File: config.mk
export PLATFORM = sky130hd
export DESIGN_NAME = vote_recorder_flat
export DESIGN_NICKNAME = d
export VERILOG_FILES = /design/src/rtl/vote_pkg.sv /design/src/rtl/vote_recorder_if.sv /design/src/rtl/sat_counter.sv /design/src/rtl/vote_recorder.sv /design/src/flat_wrapper.sv
export SDC_FILE = /design/constraint.sdc
export NUM_CORES = 1
export LEC_CHECK = 0
export ABC_AREA = 1
export BUFFER_PORTS_ARGS = -buffer_cell sky130_fd_sc_hd__buf_2
export CAP_MARGIN = 20
export CORE_MARGIN = 4
export CORE_UTILIZATION = 25
export DETAILED_ROUTE_END_ITERATION = 10
export PLACE_DENSITY = 0.53
export SLEW_MARGIN = 20
export SYNTH_ARGS = -nofsm -noshare
export SYNTH_HDL_FRONTEND = slang
export SYNTH_HIERARCHICAL = 1
export SYNTH_SLANG_ARGS = --single-unit
File: constraint.sdc
create_clock -name clock -period 3.6 [get_ports clock]
set_input_delay 0.36 -clock clock [delete_from_list [all_inputs] [get_ports clock]]
set_output_delay 0.36 -clock clock [all_outputs]
set_load 0.1 [all_outputs]
File: src/rtl/vote_pkg.sv
// Shared types for the voting-machine input side: FSM states, candidate count
// and the candidate index type used by the vote recorder.
package vote_pkg;

  localparam int NUM_CANDIDATES = 4;

  typedef logic [1:0] cand_idx_t;

  typedef enum logic [1:0] {
    IDLE,
    DEBOUNCE,
    WAIT_RELEASE
  } vote_state_t;

  // Index of the set bit of a one-hot button vector; 0 when no bit is set.
  function automatic cand_idx_t onehot_idx(input logic [NUM_CANDIDATES-1:0] v);
    cand_idx_t idx;
    idx = '0;
    for (int i = 0; i < NUM_CANDIDATES; i++) begin
      if (v[i]) idx = cand_idx_t'(i);
    end
    return idx;
  endfunction

endpackage

File: src/rtl/vote_recorder_if.sv
// Button, mode and tally signals shared between the voting panel, the vote
// recorder and the LED display controller.
interface vote_recorder_if #(
  parameter int COUNT_WIDTH = 8
);
  logic                   mode;
  logic                   candidate1_button;
  logic                   candidate2_button;
  logic                   candidate3_button;
  logic                   candidate4_button;
  logic [COUNT_WIDTH-1:0] candidate1_vote;
  logic [COUNT_WIDTH-1:0] candidate2_vote;
  logic [COUNT_WIDTH-1:0] candidate3_vote;
  logic [COUNT_WIDTH-1:0] candidate4_vote;
  logic                   valid_vote_casted;

  modport master (
    output mode,
    output candidate1_button, candidate2_button, candidate3_button, candidate4_button,
    input  candidate1_vote, candidate2_vote, candidate3_vote, candidate4_vote,
    input  valid_vote_casted
  );

  modport slave (
    input  mode,
    input  candidate1_button, candidate2_button, candidate3_button, candidate4_button,
    output candidate1_vote, candidate2_vote, candidate3_vote, candidate4_vote,
    output valid_vote_casted
  );
endinterface

File: src/rtl/sat_counter.sv
// Single saturating vote tally: counts inc strobes, sticks at all-ones.
module sat_counter #(
  parameter int WIDTH = 8
) (
  input  logic             clock,
  input  logic             reset,
  input  logic             inc,
  output logic [WIDTH-1:0] count
);

  function automatic logic [WIDTH-1:0] sat_inc(input logic [WIDTH-1:0] v);
    return (&v) ? v : v + WIDTH'(1);
  endfunction

  always_ff @(posedge clock or posedge reset) begin
    if (reset) begin
      count <= '0;
    end else if (inc) begin
      count <= sat_inc(count);
    end
  end

endmodule

File: src/rtl/vote_recorder.sv
// Qualifies the four candidate buttons (single press held DEBOUNCE_CYCLES
// cycles) and records one vote per press into saturating tallies.
module vote_recorder
  import vote_pkg::*;
#(
  parameter int DEBOUNCE_CYCLES = 16,
  parameter int COUNT_WIDTH     = 8
) (
  input logic            clock,
  input logic            reset,
  vote_recorder_if.slave bus
);

  localparam int HOLD_W = (DEBOUNCE_CYCLES > 2) ? $clog2(DEBOUNCE_CYCLES) : 1;
  localparam logic [HOLD_W-1:0] HOLD_LAST = HOLD_W'(DEBOUNCE_CYCLES - 1);

  vote_state_t               state, state_nxt;
  logic [HOLD_W-1:0]         hold, hold_nxt;
  cand_idx_t                 cand, cand_nxt;
  logic                      commit;
  logic                      valid;
  logic [NUM_CANDIDATES-1:0] buttons;
  logic [NUM_CANDIDATES-1:0] cand_mask;
  logic [NUM_CANDIDATES-1:0] inc;
  logic                      single_press;
  logic                      none_pressed;
  logic [COUNT_WIDTH-1:0]    tally [NUM_CANDIDATES];

  assign buttons      = {bus.candidate4_button, bus.candidate3_button,
                         bus.candidate2_button, bus.candidate1_button};
  assign single_press = $onehot(buttons);
  assign none_pressed = (buttons == '0);
  assign cand_mask    = NUM_CANDIDATES'(1) << cand;

  always_ff @(posedge clock or posedge reset) begin
    if (reset) begin
      state <= IDLE;
      hold  <= '0;
      cand  <= '0;
      valid <= 1'b0;
    end else begin
      state <= state_nxt;
      hold  <= hold_nxt;
      cand  <= cand_nxt;
      valid <= commit;
    end
  end

  // The hold counter is compared before incrementing, so it tops out at
  // DEBOUNCE_CYCLES-1 and never wraps.
  always_comb begin
    state_nxt = state;
    hold_nxt  = hold;
    cand_nxt  = cand;
    commit    = 1'b0;
    case (state)
      IDLE: begin
        if (!bus.mode && single_press) begin
          cand_nxt  = onehot_idx(buttons);
          hold_nxt  = HOLD_W'(1);
          state_nxt = DEBOUNCE;
        end
      end
      DEBOUNCE: begin
        if (bus.mode || (buttons != cand_mask)) begin
          hold_nxt  = '0;
          state_nxt = IDLE;
        end else if (hold == HOLD_LAST) begin
          commit    = 1'b1;
          hold_nxt  = '0;
          state_nxt = WAIT_RELEASE;
        end else begin
          hold_nxt = hold + HOLD_W'(1);
        end
      end
      WAIT_RELEASE: begin
        if (none_pressed) state_nxt = IDLE;
      end
      default: begin
        hold_nxt  = '0;
        state_nxt = IDLE;
      end
    endcase
  end

  always_comb begin
    inc = '0;
    if (commit) inc[cand] = 1'b1;
  end

  for (genvar i = 0; i < NUM_CANDIDATES; i++) begin : g_tally
    sat_counter #(
      .WIDTH(COUNT_WIDTH)
    ) u_tally (
      .clock(clock),
      .reset(reset),
      .inc  (inc[i]),
      .count(tally[i])
    );
  end

  assign bus.candidate1_vote   = tally[0];
  assign bus.candidate2_vote   = tally[1];
  assign bus.candidate3_vote   = tally[2];
  assign bus.candidate4_vote   = tally[3];
  assign bus.valid_vote_casted = valid;

endmodule

File: src/flat_wrapper.sv
// flat-port wrapper written by rule: the top's interface ports become plain ports
module vote_recorder_flat import vote_pkg::*;
#(
  parameter int DEBOUNCE_CYCLES = 16,
  parameter int COUNT_WIDTH     = 8
)
  (clock, reset, bus_mode, bus_candidate1_button, bus_candidate2_button, bus_candidate3_button, bus_candidate4_button, bus_candidate1_vote, bus_candidate2_vote, bus_candidate3_vote, bus_candidate4_vote, bus_valid_vote_casted);
  vote_recorder_if #(.COUNT_WIDTH(COUNT_WIDTH)) bus_i ();
  input logic clock;
  input logic reset;
  input wire logic [$bits(bus_i.mode)-1:0] bus_mode;
  input wire logic [$bits(bus_i.candidate1_button)-1:0] bus_candidate1_button;
  input wire logic [$bits(bus_i.candidate2_button)-1:0] bus_candidate2_button;
  input wire logic [$bits(bus_i.candidate3_button)-1:0] bus_candidate3_button;
  input wire logic [$bits(bus_i.candidate4_button)-1:0] bus_candidate4_button;
  output wire logic [$bits(bus_i.candidate1_vote)-1:0] bus_candidate1_vote;
  output wire logic [$bits(bus_i.candidate2_vote)-1:0] bus_candidate2_vote;
  output wire logic [$bits(bus_i.candidate3_vote)-1:0] bus_candidate3_vote;
  output wire logic [$bits(bus_i.candidate4_vote)-1:0] bus_candidate4_vote;
  output wire logic [$bits(bus_i.valid_vote_casted)-1:0] bus_valid_vote_casted;
  assign bus_i.mode = bus_mode;
  assign bus_i.candidate1_button = bus_candidate1_button;
  assign bus_i.candidate2_button = bus_candidate2_button;
  assign bus_i.candidate3_button = bus_candidate3_button;
  assign bus_i.candidate4_button = bus_candidate4_button;
  assign bus_candidate1_vote = bus_i.candidate1_vote;
  assign bus_candidate2_vote = bus_i.candidate2_vote;
  assign bus_candidate3_vote = bus_i.candidate3_vote;
  assign bus_candidate4_vote = bus_i.candidate4_vote;
  assign bus_valid_vote_casted = bus_i.valid_vote_casted;
  vote_recorder #(.DEBOUNCE_CYCLES(DEBOUNCE_CYCLES), .COUNT_WIDTH(COUNT_WIDTH)) u_core (.clock(clock), .reset(reset), .bus(bus_i));
endmodule
==> results.py <==
metrics = {
    "cts": {
        "numClockSinks": 41,
        "cts_buffers": 5,
        "cts_resized": 0,
        "clock-root-buffer": "clkbuf_8",
        "postCtsSetupRepairBufs": 0,
        "ctsHoldBuffers": 0,
        "tritoncts": "done",
        "clkTransAtPathRegs_ps": 90,
        "clk-insertion-delay-late_ps": 300,
        "clockBufferDepth": 2,
        "htree_levels": 2,
    },
    "power_and_ir_drop": {
        "ir_drop_uv": 164,
        "power_density_nw_per_um2": 350,
        "total_power_w": 0.00107,
        "leakage_nw": 1.62,
    },
    "grt": {
        "grt_pass1_wl_mm": 10.0,
        "grt_util_met3_pct": 2.11,
        "grtUsageTotal_pct": 10.3,
        "grt_max_degree": 14,
        "grt.busiest_layer": "met2",
        "grt_overflow": 0,
        "grt_util_met2_pct": 16.2,
        "grt_pass1_vias": 2114,
        "antenna_found_initial": 0,
        "grt_use_met1_pct": 14.2,
    },
    "job": {
        "max-cap-violations": 0,
    },
    "yosys": {
        "yosysWarnings": 6,
        "syn-num-nets": 375,
        "syn_area_per_cell_sq_um": 7.18,
        "synthCells": 359,
        "synthTopCellsByArea": "dfrtp_1, nand2_1, inv_1, nor2_1, nand3_1",
        "synth_top_area_share_pct": 39.8,
        "ys_seq_area_share_pct": 39.8,
        "synth_cell_types": 21,
        "synth_area_sq_um": 2580,
        "synth_top_cell_by_area": "dfrtp_1",
        "ys_ff_latch": 41,
    },
    "sta": {
        "maxSlewHeadroom_pct": 67.3,
        "rsz0062_at_grt": "no",
        "fin_crit_ps": 2160,
        "timing.fmax_ghz": 0.463,
        "finalSetupViolations": 0,
        "hold_violations": 0,
        "finalMaxSlewViolations": 0,
        "skew_ps": 10.1,
        "tightest_slew_ps": 494,
        "setup_tns_ps": 0,
        "period_share_pct": 60.0,
        "fin_hold_ws_ps": 55.6,
    },
    "place": {
        "portBuffers": 39,
        "gp_congestion": 0.798,
        "place_hpwl_mm": 4.60,
    },
    "final_layout": {
        "n_antenna_cell": 0,
        "multi_input_area_sq_um": 1340,
        "seqCellArea_sq_um": 1030,
        "layout_common_cells": "nand2_1, inv_1, dfrtp_1, buf_2, nor2_1",
        "layout_commonest_cell": "nand2_1",
        "nets": 420,
        "utilization_pct": 30.8,
        "layout-drive-gt1-share_pct": 21.7,
        "n_fill_cell": 1101,
        "areaGrowthSynthToFinish_pct": 18.2,
    },
    "floorplanning": {
        "start_util_pct": 26.0,
        "design.core.area_sq_um": 9910,
        "placementRows": 36,
        "die_width_um": 110,
        "die_h_um": 110,
        "ioPinCount": 40,
        "dieArea_sq_um": 12000,
    },
    "worst_setup_path": {
        "r2r_cells": 12,
        "cp_max_fo": 9,
        "setup.worst_path.class": "flop to flop",
        "critPathBufInv": 0,
        "worstSetupStartpointType": "flop",
        "worstPathCellList": "nor2_2 > nor2_1 > nor2_2 > nand3_2 > nor2_4 > nand2_4 > nor2_2 > nand2_1 > nor2_1 > nand3_1 > nand2_1 > nand2_1",
        "critical_path_arrival_ps": 2350,
        "critPathMaxStageDelay_ps": 510,
        "crit_family": "simple AND/OR/NAND/NOR gates",
        "worstSetupEndpointType": "flop",
        "path_depth": 12,
        "cpMaxStageDelayCell": "dfrtp_1",
        "required_ps": 3790,
    },
    "routing": {
        "vias": 2252,
        "drc": 0,
        "wire_per_inst_um": 11.0,
        "wirelength_mm": 5.89,
        "first_pass_iters": 4,
        "first_iter_violations": 146,
        "ant_nets": 0,
        "viasPerCell": 4.19,
    },
    "run_status": {
        "outcome": "completed",
    },
    "worst_hold_path": {
        "holdCritPathClass": "input pin to async pin",
    },
}
[path summary, 6_finish.rpt]
kind | slack (ps) | to | from
max | 1440 | u_core/g_tally[1].u_tally/count[7] | u_core/cand[1]
min | 60 | u_core/g_tally[0].u_tally/count[6] | reset
max reg2reg | 1440 | u_core/g_tally[1].u_tally/count[7] | u_core/cand[1]
min reg2reg | 520 | u_core/hold[1] | u_core/hold[1]
max in group asynchronous | 3240 | u_core/state[1] | reset
min in group clock | 370 | u_core/hold[3] | bus_mode
[stage by stage]
step           worst slack, ps  cells  cell area (sq um)
5_1_grt                   1150    538               3050
2_1_floorplan             1580    359               2580
3_3_place_gp              1390    530               2930
4_1_cts                   1420    538               3050
3_5_place_dp              1330    530               2930
6_report                  1440    538               3050
[cell families after synthesis]
family                   synth area share (%)
AND/OR/NAND/NOR                          40.4
buffers and inverters                    8.39
flip-flops                               39.8
AO/OA/AOI/OAI                            5.05
adder cells (fa/ha/maj)                  4.66
XOR/XNOR                                 1.70
[flip-flops by register name, summed over array words and instances, names as in the netlist]
name and count:
u_core/bus.valid_vote_casted 1, u_core/g_tally.u_tally/count 32, u_core/hold 4, u_core/cand 2
u_core/state 2
[routing by layer]
| layer | wire length [um] | share of wire (%) | vias to the layer above |
|---|---|---|---|
| met5 | 0 | 0 | - |
| li1 | - | - | 1196 |
| met2 | 2720 | 46 | 26 |
| met4 | 85 | 1.4 | 0 |
| met1 | 2890 | 49 | 1024 |
| met3 | 199 | 3.4 | 6 |
[cell type report]
type	instances	share of cell area, %
clock buffer	6	2.71
sequential	41	33.6
multi-input combinational	265	43.8
tap	133	5.46
timing repair buffer	39	6.40
clock inverter	2	1.23
inverter	52	6.73
[power breakdown]
part	total, W	internal (W)	switching [W]
Sequential	0.000517	0.000478	0.0000383
Clock	0.000396	0.000226	0.000170
Combinational	0.000155	0.0000491	0.000106
[synth_stat cells]
library cell,number
nand4_1,1
nor2_4,5
nor2_2,11
inv_4,4
nand2_2,9
fa_1,1
nand2_4,9
nor2_1,34
buf_6,1
nor3_1,5
a21oi_1,16
nand3_2,1
dfrtp_1,41
inv_1,46
xnor2_1,4
xor2_1,1
ha_1,8
inv_2,2
nand3_1,22
o21ai_0,10
nand2_1,128
Note: power is estimated with default switching activity, not from simulation.
